$ cat src/rtl/iter_divider.sv
// iter_divider: unsigned radix-2 restoring divider, one quotient bit per cycle, valid/ready on both sides
module iter_divider #(
  parameter int WIDTH = 32
) (
  input  logic               clk,
  input  logic               rst_n,
  input  logic               flush,
  input  logic               s_valid,
  output logic               s_ready,
  input  logic [WIDTH-1:0]   s_dividend,
  input  logic [WIDTH-1:0]   s_divisor,
  output logic               m_valid,
  input  logic               m_ready,
  output logic [2*WIDTH-1:0] m_data,
  output logic               busy
);
  localparam int CW = $clog2(WIDTH + 1);
  typedef enum logic [1:0] {IDLE, BUSY, DONE} state_t;
  state_t state, state_nx;
  logic [CW-1:0]    cnt;
  logic [WIDTH-1:0] rem, q, dvs, rem_nx, q_nx;
  logic [WIDTH:0]   sh, t;
  logic             accept, last, div_zero;
  assign s_ready  = (state == IDLE) | (state == DONE & m_ready);
  assign m_valid  = state == DONE;
  assign busy     = state != IDLE;
  assign accept   = s_valid & s_ready & ~flush;
  assign last     = state == BUSY & cnt == CW'(1);
  assign div_zero = s_divisor == '0;
  // rem < d always holds, so the restored/subtracted value fits in WIDTH bits
  assign sh     = {rem, q[WIDTH-1]};
  assign t      = sh - {1'b0, dvs};
  assign rem_nx = t[WIDTH] ? sh[WIDTH-1:0] : t[WIDTH-1:0];
  assign q_nx   = {q[WIDTH-2:0], ~t[WIDTH]};
  always_comb begin
    state_nx = flush ? IDLE :
               accept ? (div_zero ? DONE : BUSY) :
               last ? DONE :
               (state == DONE & m_ready) ? IDLE : state;
  end
  always_ff @(posedge clk or negedge rst_n) begin
    if (!rst_n) state <= IDLE;
    else        state <= state_nx;
  end
  always_ff @(posedge clk or negedge rst_n) begin
    if (!rst_n) begin
      cnt    <= '0;
      rem    <= '0;
      q      <= '0;
      dvs    <= '0;
      m_data <= '0;
    end else if (flush) begin
      cnt <= '0;
    end else if (accept) begin
      rem <= '0;
      q   <= s_dividend;
      dvs <= s_divisor;
      cnt <= div_zero ? '0 : CW'(WIDTH);
      if (div_zero) m_data <= {{WIDTH{1'b1}}, s_dividend};
    end else if (state == BUSY) begin
      rem <= rem_nx;
      q   <= q_nx;
      cnt <= cnt - CW'(1);
      if (last) m_data <= {q_nx, rem_nx};
    end
  end
endmodule

$ cat config.mk
export PLATFORM = sky130hd
export DESIGN_NAME = iter_divider
export DESIGN_NICKNAME = d
export VERILOG_FILES = /design/src/rtl/iter_divider.sv
export SDC_FILE = /design/constraint.sdc
export NUM_CORES = 1
export LEC_CHECK = 0
export BUFFER_PORTS_ARGS = -buffer_cell sky130_fd_sc_hd__buf_2
export CORE_ASPECT_RATIO = 0.5
export CORE_MARGIN = 3
export CORE_UTILIZATION = 50
export CTS_CLUSTER_SIZE = 28
export DETAILED_ROUTE_END_ITERATION = 16
export PLACE_DENSITY = 0.76
export SLEW_MARGIN = 0
export SYNTH_ARGS = -nofsm -noshare
export SYNTH_HDL_FRONTEND = slang
export SYNTH_SLANG_ARGS = --single-unit
$ cat constraint.sdc
create_clock -name clk -period 3.75 [get_ports clk]
set_clock_uncertainty 0.15 [all_clocks]
set_input_delay 1.125 -clock clk [delete_from_list [all_inputs] [get_ports clk]]
set_output_delay 1.125 -clock clk [all_outputs]
set_load 0.01 [all_outputs]
== Word level (Yosys, flattened, before mapping) ==
Cells that the tools add are included.

* Register bits after elaboration: 168
* Bits of input ports: 69
* Output and inout bits: 67
* Logic and storage cells: 47

* Add/sub/neg operators: 2
* Equality and inequality tests: 4
* Multiplexer cells: 18
* Bitwise operators: 7
* Reductions and logical operators: 10

{| class="wikitable"
|+ Operators by type and width
! kind !! count
|-
| $mux W64 || 4
|-
| $mux W32 || 5
|-
| $sub A33 B32 Y33 || 1
|-
| $logic_not A32 Y1 || 1
|-
| $mux W6 || 4
|-
| $mux W2 || 5
|-
| $eq A6 B1 Y1 const B || 1
|-
| $reduce_bool A2 Y1 || 3
|-
| $sub A6 B1 Y6 const B || 1
|-
| $and A1 B1 Y1 || 4
|-
| $reduce_and A2 Y1 || 2
|-
| $reduce_and A4 Y1 || 1
|-
| $reduce_bool A4 Y1 || 1
|-
| $reduce_bool A3 Y1 || 1
|-
| $eq A2 B1 Y1 const B || 1
|-
| $eq A2 B2 Y1 const B || 1
|-
| $logic_not A2 Y1 || 1
|-
| $ne A2 B1 Y1 const B || 1
|-
| $not A1 Y1 || 2
|-
| $or A1 B1 Y1 || 1
|}

== Depth between registers and ports, before layout ==
* Word-level depth: 7
* Gate-level depth with buffers: 14
* Gate-level depth less buffers: 12

== Worst setup path after synthesis ==
No wires, ideal clock.

* Path type: input -> register
* From: input m_ready
* To: register state[1]
* Setup time: 0.134 ns
* Arrival time: 2.803 ns
* Data required time: 3.466 ns
* Slack: 0.663 ns
* Stages on the path: 10
* Buffers on the path: 3
* Cells stage by stage: inv_1 -> a21oi_1 -> nand2_1 -> nor2_1 -> o21ai_0 -> clkbuf_1 -> o21ai_1 -> clkbuf_1 -> clkbuf_1 -> nand2_1

* Word-level cells in the longest chain between the ends: 6
* Elaborated cells between the ends (all ways): 7
* Classes of those cells: 2 x mux; 4 x bitwise; 1 x reduce/logical

{| class="wikitable"
|+ Ends and longest elaborated chain
! item !! RTL line !! source
|-
| from (decl) || 13 || <nowiki>input logic m_ready,</nowiki>
|-
| $and A1 B1 Y1 * || 24 || <nowiki>assign s_ready = (state == IDLE) | (state == DONE & m_ready);</nowiki>
|-
| $or A1 B1 Y1 * || 24 ||
|-
| net s_ready || 9 || <nowiki>output logic s_ready,</nowiki>
|-
| $and A1 B1 Y1 * (2 in a row) || 27 || <nowiki>assign accept = s_valid & s_ready & ~flush;</nowiki>
|-
| $mux W2 || 37 || <nowiki>accept ? (div_zero ? DONE : BUSY) :</nowiki>
|-
| $mux W2 || 36 || <nowiki>state_nx = flush ? IDLE :</nowiki>
|-
| to (signal assigned) || 43 || <nowiki>else state <= state_nx;</nowiki>
|-
| to (decl) || 19 || <nowiki>state_t state, state_nx;</nowiki>
|}

Mark *: on every way through the listed nets, which the timed path passes. The rest lies on a longest branch.
A chain may end at the register's enable or synchronous reset.

== Worst setup path in the final report ==
* From: register q[31]
* To: register m_data[0]

* Word-level cells in the longest chain between the ends: 5

{| class="wikitable"
|+ Ends and longest elaborated chain
! item !! RTL line !! source
|-
| from (decl) || 21 || <nowiki>logic [WIDTH-1:0] rem, q, dvs, rem_nx, q_nx;</nowiki>
|-
| from (signal assigned) || 56 || <nowiki>q <= s_dividend;</nowiki>
|-
| from (signal assigned) || 62 || <nowiki>q <= q_nx;</nowiki>
|-
| $sub A33 B32 Y33 || 32 || <nowiki>assign t = sh - {1'b0, dvs};</nowiki>
|-
| $mux W32 * || 33 || <nowiki>assign rem_nx = t[WIDTH] ? sh[WIDTH-1:0] : t[WIDTH-1:0];</nowiki>
|-
| $mux W64 * || 64 || <nowiki>if (last) m_data <= {q_nx, rem_nx};</nowiki>
|-
| $mux W64 * || 60 || <nowiki>end else if (state == BUSY) begin</nowiki>
|-
| $mux W64 * || 54 || <nowiki>end else if (accept) begin</nowiki>
|-
| to (signal assigned) || 59 || <nowiki>if (div_zero) m_data <= {{WIDTH{1'b1}}, s_dividend};</nowiki>
|-
| to (signal assigned) || 64 ||
|-
| to (decl) || 14 || <nowiki>output logic [2*WIDTH-1:0] m_data,</nowiki>
|}

Every way passes the cells marked *; elsewhere a longest branch is shown, timed or not. The select of a mux whose other input is x is not followed.

==> results.py <==
metrics = {
    "run_status": {
        "status": "finished clean",
    },
    "floorplan": {
        "coreArea_sq_mm": 0.0177,
        "die_h_um": 102,
        "start_util_pct": 52.0,
        "dieArea_sq_mm": 0.0202,
        "ios": 136,
        "num_rows": 34,
        "chipWidth_um": 198,
    },
    "global_route": {
        "overflow": 0,
        "grt_pass1_wl_um": 42700,
        "grtUsageTotal_pct": 26.8,
        "antenna_found_initial": 0,
        "grt_pass1_vias": 7840,
        "grt_max_degree": 105,
    },
    "clock_tree": {
        "cts_tree": "yes",
        "insertion_delay_ps": 420,
        "h-tree-depth": 4,
        "cts_setup_buffers": 0,
        "cts.sinks": 168,
        "clock_path_buffers": 2,
        "cts_buffers": 17,
        "cts_root_buf": "clkbuf_16",
        "clkTransAtPathRegs_ps": 70,
    },
    "sta": {
        "layout_setup_ws_ps": 311,
        "worstMarginPinSlew_ps": 639,
        "hold_slack_ps": 313,
        "slew_headroom_pct": 57.4,
        "hold_viol_final": 0,
        "max_freq_mhz": 291,
        "finalCritPeriodShare_pct": 91.7,
        "rsz0062_at_grt": "no",
        "tns_ps": 0,
        "fin_crit_ps": 3440,
        "setup_violations": 0,
        "drv_slew": 0,
    },
    "detailed_routing": {
        "ant_nets": 0,
        "routed_wl_um": 26900,
        "wl_per_cell_um": 18.9,
        "vias": 8486,
        "viasPerCell": 5.96,
        "drc": 0,
        "first_iter_violations": 923,
        "firstDrtPassIters": 6,
    },
    "yosys": {
        "yosys-top-cells-area": "dfrtp_1 46%, nand2_1 9.1%, o21ai_0 5.4%, ha_1 4.6%, a21oi_1 4.5%",
        "synth_xor_area_share_pct": 3.30,
        "async_flop_share_pct": 100,
        "synth_top_family_by_area": "compound AO/OA/AOI/OAI gates",
        "synthAdderAreaFrac_pct": 4.84,
        "synth_mux_area_share_pct": 3.34,
        "yosysTopAreaCellShare_pct": 45.7,
        "synth_seq_cells": 168,
        "yosysTopAreaCell": "dfrtp_1",
        "synth_compound_area_share_pct": 20.2,
        "netlist_area_sq_mm": 0.00921,
        "synth_edf_count": 0,
        "yosys_warnings": 0,
        "synth_flop_cell": "dfrtp_1",
        "yosysUniqueCellTypes": 58,
        "postSynthAreaPerCell_sq_um": 8.64,
        "netlist_instances": 1066,
        "seq_area_frac_synth_pct": 45.7,
        "synth-simple-area-share_pct": 17.7,
        "synth_nets": 1170,
    },
    "cells_and_area": {
        "final_common_cell": "nand2_1",
        "syn_to_final_growth_pct": 18.1,
        "final_cell_mix": "224 x nand2_1, 168 x dfrtp_1, 134 x buf_2",
        "fin_util_pct": 61.4,
        "nFillCells": 1512,
        "ff_latch_area_sq_mm": 0.00420,
        "multi_input_area_sq_mm": 0.00462,
        "final_layout_size_suffix_gt1_share_pct": 17.8,
        "antenna_cells": 0,
        "nets": 1282,
    },
    "worst_setup_path": {
        "r2r_start": "q[31]",
        "worstPathRequired_ps": 3930,
        "path_max_fanout": 22,
        "worst_setup_path_end_kind": "flip-flop",
        "path_class": "reg2reg",
        "crit_path_start_kind": "flip-flop",
        "rr_worst_depth": 13,
        "reg2reg_to": "m_data[0]",
        "cp.arrival_ps": 3620,
        "reg2reg_slack_ps": 310,
    },
    "hold_path": {
        "hold_path.class": "reg2reg",
        "hold_end": "m_data[40]",
        "whs_path_depth": 2,
        "min_from": "m_data[40]",
    },
    "placed_design": {
        "gp_congestion": 0.928,
        "dp_hpwl_um": 19900,
        "pre_cts_ws_ps": 125,
        "port_buffers": 135,
    },
    "power": {
        "peakVddDrop_mv": 0.516,
        "power_density_mw_per_mm2": 916,
        "p_leak_nw": 5.25,
        "total_power_mw": 9.96,
    },
    "job": {
        "maxCapViolCount": 0,
    },
}
==> cell families (layout without fill, tap and decap cells) <==
group | Yosys count | in the layout
AOI/OAI and AO/OA | 311 | 311
xor gates and xnor gates | 33 | 33
adders and majority gates | 35 | 35
buffers and inverters | 113 | 238
DFF | 168 | 168
muxes | 30 | 30
and+or+nand+nor | 376 | 376
==> routing by layer <==
metal / vias to the layer above / track usage (%) / wire (um) / part of all wire (%)
li1: 3963 / - / - / -
met1: 4098 / 41.8 / 13000 / 48
met2: 396 / 37.7 / 11100 / 41
met3: 29 / 6.06 / 2530 / 9.4
met4: 0 / 6.41 / 366 / 1.4
met5: - / 0 / 0 / 0
==> worst max-delay path, cell delays in order (launching register included) <==
cell      delay [ps]
dfrtp_1          350
inv_1             70
ha_1             230
fa_1             410
nand2b_1         200
a21oi_2          190
o21ai_2          110
o22ai_2          160
a21o_1           240
a41oi_4          230
xnor2_4          230
buf_12           220
mux2_1           380
o21ai_1          160
==> through the flow <==
stage / area [sq um] / cells
floorplan: 9210 / 1066
global placement: 10300 / 1393
detailed placement: 10300 / 1393
CTS: 10900 / 1425
global route: 10900 / 1425
finish: 10900 / 1425
==> repair_timing <==
item / 4_1_cts / 5_1_grt
resized for setup: 0 / 2
endpoints found under the hold margin: 0 / 0
hold buffers: 0 / 0
endpoints found under the setup margin: 0 / 31
==> synth_stat cells, types with 2 or more instances <==
master	number
a211oi_1	3
a21boi_0	2
a21o_1	7
a21oi_1	83
a22oi_1	27
a311oi_1	3
a31oi_1	28
and2_1	5
and3_1	12
and4_1	2
and4b_1	2
buf_1	6
buf_2	7
buf_4	2
buf_6	2
clkbuf_1	53
dfrtp_1	168
ha_1	34
inv_1	43
mux2i_1	27
nand2_1	224
nand2b_1	5
nand3_1	39
nand4_1	6
nor2_1	45
nor2b_1	8
nor3_1	12
nor4_1	11
o211ai_1	3
o21a_1	7
o21ai_0	100
o21ai_1	8
o21bai_1	2
o22ai_1	9
o31ai_1	17
or3_1	3
xnor2_1	21
xor2_1	10
==> registers in the layout (all words and copies together) (netlist names) <==
register and count:
q 32, dvs 32, cnt 6, state 2, rem 32, m_data 64
==> cell type report <==
type	instances	share of cell area [%]
inverter	43	1.48
clock inverter	15	1.68
multi-input combinational	785	42.4
sequential	168	38.7
clock buffer	17	3.91
tap	234	2.69
timing repair buffer	163	9.12
==> power by group <==
| group | switching (mW) | internal (mW) | leakage [nW] |
|---|---|---|---|
| clock network | 0.860 | 0.903 | 0.294 |
| registers | 0.536 | 2.45 | 2.09 |
| logic | 3.10 | 2.12 | 2.87 |
| total | 4.49 | 5.47 | 5.25 |
==> how the worst max path moves through the flow <==
stage,endpoint,from,slack (ps),depth (start not counted)
after CTS,m_data[0],q[31],180,13
after global placement,m_data[14],s_divisor[0],60,10
after detailed placement,m_data[14],s_divisor[0],120,10
final,m_data[0],q[31],310,13
after floorplan,state[1],m_ready,660,10
after global routing,rem[8],q[31],60,14
No activity file was read; power rests on OpenSTA's default activity.
